File: src/rtl/dsu_sram_upload_pkg.sv
// rtl/dsu_sram_upload_pkg.sv - shared DSU upload FSM encoding and word/byte constants
package dsu_sram_upload_pkg;

    typedef enum logic [3:0] {
        ST_IDLE,
        ST_RD,
        ST_CAP,
        ST_TX_ARM,
        ST_TX_GAP,
        ST_TX_WAIT,
        ST_NEXT,
        ST_CSUM,
        ST_CSUM_GAP,
        ST_CSUM_WAIT,
        ST_DONE
    } upload_state_t;

    localparam int BYTES_PER_WORD = 4;
    localparam logic [1:0] LAST_BYTE_IDX = 2'(BYTES_PER_WORD - 1);

endpackage

File: src/rtl/dsu_sram_upload.sv
// rtl/dsu_sram_upload.sv - SRAM block reader streaming big-endian bytes to the DSU UART Tx
// Optional trailing checksum byte: DSU_UPLOAD_CHECKSUM_EN
module dsu_sram_upload
    import dsu_sram_upload_pkg::*;
#(
    parameter int ADDR_BW = 13
) (
    input  logic               clk,
    input  logic               rst,
    input  logic               upload_start,
    input  logic [ADDR_BW-1:0] upload_base,
    input  logic [ADDR_BW:0]   upload_len,
    output logic               sram_ce,
    output logic [ADDR_BW-1:0] sram_addr,
    input  logic [31:0]        sram_rdata,
    output logic               tx_start,
    output logic [7:0]         tx_data,
    input  logic               tx_busy,
    output logic               upload_busy,
    output logic               upload_done
);

    upload_state_t      state, state_nx;
    logic [ADDR_BW-1:0] addr;
    logic [ADDR_BW:0]   remaining;
    logic [31:0]        shift;
    logic [1:0]         idx;
    logic               last_word;

    assign last_word = (remaining == (ADDR_BW+1)'(1));
    assign sram_addr = addr;

    always_ff @(posedge clk or negedge rst) begin
        if (!rst) begin
            state <= ST_IDLE;
        end else begin
            state <= state_nx;
        end
    end

    always_comb begin
        state_nx    = state;
        sram_ce     = 1'b0;
        tx_start    = 1'b0;
        upload_done = 1'b0;
        upload_busy = (state != ST_IDLE) && (state != ST_DONE);
        case (state)
            ST_IDLE: begin
                if (upload_start) begin
                    state_nx = (upload_len == '0) ? ST_DONE : ST_RD;
                end
            end
            ST_RD: begin
                sram_ce  = 1'b1;
                state_nx = ST_CAP;
            end
            ST_CAP: state_nx = ST_TX_ARM;
            ST_TX_ARM: begin
                if (!tx_busy) begin
                    tx_start = 1'b1;
                    state_nx = ST_TX_GAP;
                end
            end
            // Transmitter raises busy one cycle late, so this cycle must not sample it
            ST_TX_GAP: state_nx = ST_TX_WAIT;
            ST_TX_WAIT: begin
                if (!tx_busy) begin
                    state_nx = (idx == LAST_BYTE_IDX) ? ST_NEXT : ST_TX_ARM;
                end
            end
            ST_NEXT: begin
`ifdef DSU_UPLOAD_CHECKSUM_EN
                state_nx = last_word ? ST_CSUM : ST_RD;
`else
                state_nx = last_word ? ST_DONE : ST_RD;
`endif
            end
`ifdef DSU_UPLOAD_CHECKSUM_EN
            ST_CSUM: begin
                if (!tx_busy) begin
                    tx_start = 1'b1;
                    state_nx = ST_CSUM_GAP;
                end
            end
            ST_CSUM_GAP: state_nx = ST_CSUM_WAIT;
            ST_CSUM_WAIT: begin
                if (!tx_busy) begin
                    state_nx = ST_DONE;
                end
            end
`endif
            ST_DONE: begin
                upload_done = 1'b1;
                state_nx    = ST_IDLE;
            end
            default: state_nx = ST_IDLE;
        endcase
    end

`ifdef DSU_UPLOAD_CHECKSUM_EN
    logic [7:0] csum;
    logic       csum_phase;

    assign csum_phase = (state == ST_CSUM) || (state == ST_CSUM_GAP) || (state == ST_CSUM_WAIT);
    assign tx_data    = csum_phase ? csum : shift[31:24];

    always_ff @(posedge clk or negedge rst) begin
        if (!rst) begin
            csum <= 8'h00;
        end else if (state == ST_IDLE && upload_start) begin
            csum <= 8'h00;
        end else if (state == ST_TX_ARM && !tx_busy) begin
            csum <= csum + shift[31:24];
        end
    end
`else
    assign tx_data = shift[31:24];
`endif

    always_ff @(posedge clk or negedge rst) begin
        if (!rst) begin
            addr      <= '0;
            remaining <= '0;
            shift     <= '0;
            idx       <= '0;
        end else begin
            case (state)
                ST_IDLE: begin
                    if (upload_start) begin
                        addr      <= upload_base;
                        remaining <= upload_len;
                    end
                end
                ST_CAP: begin
                    shift <= sram_rdata;
                    idx   <= '0;
                end
                ST_TX_WAIT: begin
                    if (!tx_busy) begin
                        shift <= {shift[23:0], 8'h00};
                        if (idx != LAST_BYTE_IDX) begin
                            idx <= idx + 2'd1;
                        end
                    end
                end
                ST_NEXT: begin
                    addr      <= addr + ADDR_BW'(1);
                    remaining <= remaining - (ADDR_BW+1)'(1);
                end
                default: ;
            endcase
        end
    end

endmodule

File: config.mk
export PLATFORM = sky130hd
export DESIGN_NAME = dsu_sram_upload
export DESIGN_NICKNAME = d
export VERILOG_FILES = /design/src/rtl/dsu_sram_upload_pkg.sv /design/src/rtl/dsu_sram_upload.sv
export SDC_FILE = /design/constraint.sdc
export NUM_CORES = 1
export LEC_CHECK = 0
export ABC_AREA = 1
export CAP_MARGIN = 20
export CORE_MARGIN = 8
export CORE_UTILIZATION = 51
export DETAILED_ROUTE_END_ITERATION = 10
export PLACE_DENSITY = 0.82
export SYNTH_ARGS = -nofsm -noshare
export SYNTH_HDL_FRONTEND = slang
export SYNTH_SLANG_ARGS = --single-unit
File: constraint.sdc
create_clock -name clk -period 2.1 [get_ports clk]
set_clock_uncertainty 0.1 [all_clocks]
set_input_delay 0.315 -clock clk [delete_from_list [all_inputs] [get_ports clk]]
set_output_delay 0.315 -clock clk [all_outputs]
set_load 0.02 [all_outputs]
# Word-level counts from Yosys, hierarchy flattened
# Index checks and enable logic that the tools add are counted.
# totals
reg_bits	65
in_bits	63
out_inout_bits	25
word_cells	53
# classes
add_sub_neg	3
n_eq_ne	15
muxes	20
n_reduce_logical	10
# op_table
op	n
32-bit one-hot mux with 2 select lines	1
32-bit 2-to-1 mux	1
14-bit one-hot mux with 2 select lines	1
4-bit one-hot mux with 7 select lines	1
13-bit one-hot mux with 2 select lines	1
4-bit 2-to-1 mux	5
14-bit by 1-bit equality test with 1-bit output, second input constant	1
14-bit zero test	1
14-bit 2-to-1 mux	1
14-bit by 1-bit subtractor with 14-bit output, second input constant	1
13-bit by 1-bit adder with 13-bit output, second input constant	1
13-bit 2-to-1 mux	1
4-bit by 3-bit equality test with 1-bit output, second input constant	3
2-bit inequality test, second input constant	5
4-bit by 2-bit equality test with 1-bit output, second input constant	2
3-bit AND reduction	2
4-bit by 1-bit equality test with 1-bit output, second input constant	1
4-bit equality test, second input constant	1
4-bit zero test	1
1-bit 2-to-1 mux	4
2-bit 2-to-1 mux	2
4-bit inequality test, second input constant	1
2-bit one-hot mux with 2 select lines	1
2-bit AND reduction	2
other kinds (6)	7

# Depth between registers and ports, before layout
# depth
ltp_word	4
depth_mapped	10
depth_no_buf	10

# Worst setup path after synthesis
# No wires, ideal clock.
# synth_timing
kind	register to output
startpoint	register state[0]
endpoint	output upload_busy
arrival_time_ns	1.323
required_ns	1.685
slack_ns	0.362
path_stages_with_launch	5
path_buffers	0
cell_sequence	dfrtp_1 > inv_1 > nand2_2 > nor3_1 > nor2_1
# synth_via
elab_chain_len	2
word_cells_on_any_way	3
cone_classes	eq/ne: 1; reduce/logical: 2
# synth_lines
element	line	text
start: declaration	dsu_sram_upload.sv:23	upload_state_t state, state_nx;
start signal: assignment	dsu_sram_upload.sv:37	state <= state_nx;
4-bit inequality test / 4-bit nonzero test (equally long branches)	dsu_sram_upload.sv:46	upload_busy = (state != ST_IDLE) && (state != ST_DONE);
1-bit logical AND (*)	dsu_sram_upload.sv:46	
end: declaration	dsu_sram_upload.sv:19	output logic upload_busy,
# Mark *: on every way between the ends. The rest lies on a longest branch, timed or not.

# Worst setup path after layout
# layout_timing
startpoint	register state[1]
endpoint	output upload_busy
# The elaborated chain is that of the path after synthesis.

==> flow_metrics.env <==
export IMPL_status="complete, no violations"
export IMPL_worst_slack_ns=0.124
export IMPL_synthTopCellsByCount="159 x nand2_1, 81 x nand3_1, 77 x nor2_1"
export IMPL_rr_endpoint="shift[8]"
export IMPL_fp_dieW_um=103
export IMPL_clock_path_buffers=2
export IMPL_slew_viol_final=0
export IMPL_r2r_slack_ns=0.25
export IMPL_areaGrowthSynthToFinish_pct=30.6
export IMPL_slew_headroom_pct=69.1
export IMPL_grt_pass1_vias=3676
export IMPL_fin_setup_tns_ns=0
export IMPL_seqPwrFrac_pct=35.2
export IMPL_drtIter0Drc=211
export IMPL_final_util_pct=68.7
export IMPL_synth_area_leaders="dfrtp_1 43%, nand2_1 16%, nand3_1 11%"
export IMPL_hpwl_mm=7.40
export IMPL_hold_violations=0
export IMPL_root_buffer="clkbuf_8"
export IMPL_grt_ovfl_total=0
export IMPL_peakVddDrop_uv=855
export IMPL_synth_cell_types=34
export IMPL_path_max_fanout=6
export IMPL_grt_usage_pct=19.6
export IMPL_cts_buffers=9
export IMPL_drive_above_1_share_pct=8.12
export IMPL_seq_area_um2=1630
export IMPL_fmax_mhz=506
export IMPL_whs_ns=0.355
export IMPL_grt_pass1_wl_mm=16.5
export IMPL_crit_required_ns=1.68
export IMPL_synth_edff_count=0
export IMPL_swShare_pct=43.1
export IMPL_finalCriticalPeriod_ns=1.98
export IMPL_syn_area_um2=3820
export IMPL_p_int_mw=3.80
export IMPL_setup_viol=0
export IMPL_ys_flop_type="dfrtp_1"
export IMPL_ant_nets=0
export IMPL_multi_input_area_um2=1860
export IMPL_synth_largest_area_cell="dfrtp_1"
export IMPL_yosys_area_top_type_share_pct=42.6
export IMPL_combPwrFrac_pct=46.6
export IMPL_cts_htree_levels=3
export IMPL_vias_per_cell=5.33
export IMPL_p_clk_share_pct=18.2
export IMPL_firstDrtPassIters=5
export IMPL_fillCellCount=633
export IMPL_finalCritPeriodShare_pct=94.1
export IMPL_synth_most_common_cell="nand2_1"
export IMPL_yosysSeqAreaShare_pct=42.6
export IMPL_final_cell_area_um2=4980
export IMPL_core_um2=7250
export IMPL_dpl_instance_area_um2=4740
export IMPL_vias=3812
export IMPL_ys_ff_latch=65
export IMPL_post_layout_nonfiller_instances=715
export IMPL_io_buffers=87
export IMPL_cts_tree="yes"
export IMPL_cp_data_arrival_time_ns=1.56
export IMPL_maxCapViolCount=0
export IMPL_cts_sinks=65
export IMPL_antenna_found_initial=0
export IMPL_r2r_start="state[0]"
export IMPL_rows=31
export IMPL_slowest_stage="dfrtp_1"
export IMPL_r2r_cells=8
export IMPL_gp_congestion=0.936
export IMPL_slowest_delay_ns=0.46
export IMPL_nNetsFinal=678
export IMPL_syn_area_per_cell_um2=7.20
export IMPL_switchingPower_mw=2.87
export IMPL_cp_end_kind="output pin"
export IMPL_syn_num_nets=597
export IMPL_cp_cell_sequence="nor2_2 -> nand2_1 -> inv_1 -> nor2_1 -> dlygate4sd2_1"
export IMPL_dp_cells=698
export IMPL_startpoint_type="register"
export IMPL_p_per_area_nw_per_um2=1340
export IMPL_drc=0
export IMPL_die_h_um=103
export IMPL_synth_async_sr_flop_share_pct=100
export IMPL_rsz0062_at_grt="no"
export IMPL_pre_cts_ws_ns=0.206
export IMPL_path_clk_slew_ns=0.08
export IMPL_grt_max_degree=49
export IMPL_ios=88
export IMPL_antenna_cells=0
export IMPL_clk_latency_ns=0.34
export IMPL_synthCells=530
export IMPL_min_path_type="input pin to asynchronous set/reset pin"
export IMPL_p_leak_nw=2.31
export IMPL_dieArea_um2=10500
export IMPL_power_mw=6.67
export IMPL_avgRoutedWirePerCell_um=14.1
export IMPL_worstMarginPinSlew_ns=0.464
export IMPL_start_util_pct=52.6
export IMPL_post_cts_buffers=0
export IMPL_finalWirelength_mm=10.0
export IMPL_synth_warnings=0
export IMPL_path_class="register to output pin"
[how the worst max path moves through the flow]
stage | from | end | slack, ns
2_1_floorplan | state[0] | upload_busy | 0.36
3_3_place_gp | state[0] | upload_done | 0.22
3_5_place_dp | state[0] | upload_done | 0.21
4_1_cts | state[0] | upload_busy | 0.08
5_1_grt | state[2] | tx_start | 0.005
6_report | state[1] | upload_busy | 0.12
[registers in the layout, summed over array words and instances (netlist names)]
register	count
remaining	14
state	4
sram_addr	13
shift	32
idx	2
[logic make-up (layout without fill, tap and decap cells)]
| group | after synthesis | after routing | share of synthesized area (%) |
|---|---|---|---|
| xor gates and xnor gates | 4 | 4 | 0.918 |
| buffers and inverters | 67 | 153 | 8.75 |
| AOI/OAI and AO/OA | 51 | 51 | 8.23 |
| adders and majority gates | 4 | 4 | 1.31 |
| DFF | 65 | 65 | 42.6 |
| and+or+nand+nor | 339 | 339 | 38.2 |
[power by group through the flow]
| stage | clock network (mW) | registers, mW | logic [mW] |
|---|---|---|---|
| 6_report | 1.21 | 2.35 | 3.11 |
| 5_1_grt | 1.30 | 2.43 | 3.48 |
| 4_1_cts | 1.23 | 2.33 | 3.12 |
| 3_5_place_dp | 0 | 2.35 | 3.13 |
| 3_3_place_gp | 0 | 2.32 | 3.01 |
| 2_1_floorplan | 0 | 2.38 | 2.11 |
[layer usage]
| layer | track usage, % | wire length [um] | share of wire (%) |
|---|---|---|---|
| met1 | 23.9 | 4240 | 42 |
| met2 | 33.2 | 5090 | 51 |
| met3 | 3.11 | 548 | 5.5 |
| met4 | 9.26 | 167 | 1.7 |
| met5 | 0 | 0 | 0 |
[critical path, delay by kind of cell (launching register included)]
family | cells | cell delay (ns)
flops | 1 | 0.46
buf+inv | 2 | 0.42
simple gates | 3 | 0.34
[placed cells by master, fill, tap and decap left out, drive strengths merged, types with 2 or more instances in the layout]
master	n
a21oi	3
a31oi	25
buf	14
bufinv	2
clkbuf	9
clkdlybuf4s50	82
clkinvlp	2
dfrtp	65
dlygate4sd2	4
ha	4
inv	38
nand2	164
nand3	82
nand3b	3
nand4	3
nor2	82
nor3	3
o211ai	6
o21ai	13
xnor2	3
[area by class of cell]
cell class | instances | share of cell area (%)
Tap cell | 99 | 2.49
Timing Repair Buffer | 101 | 20.3
Sequential cell | 65 | 32.6
Clock inverter | 7 | 2.03
Clock buffer | 9 | 2.49
Inverter | 36 | 2.71
Multi-Input combinational cell | 398 | 37.4
[what timing repair did]
| action | 4_1_cts | 5_1_grt |
|---|---|---|
| hold endpoints to repair | 14 | 0 |
| setup endpoints to repair | 4 | 3 |
| resized for setup | 5 | 2 |
| pin swaps | 0 | 0 |
| hold buffers | 1 | 0 |
(Power assumes the default switching activity.)
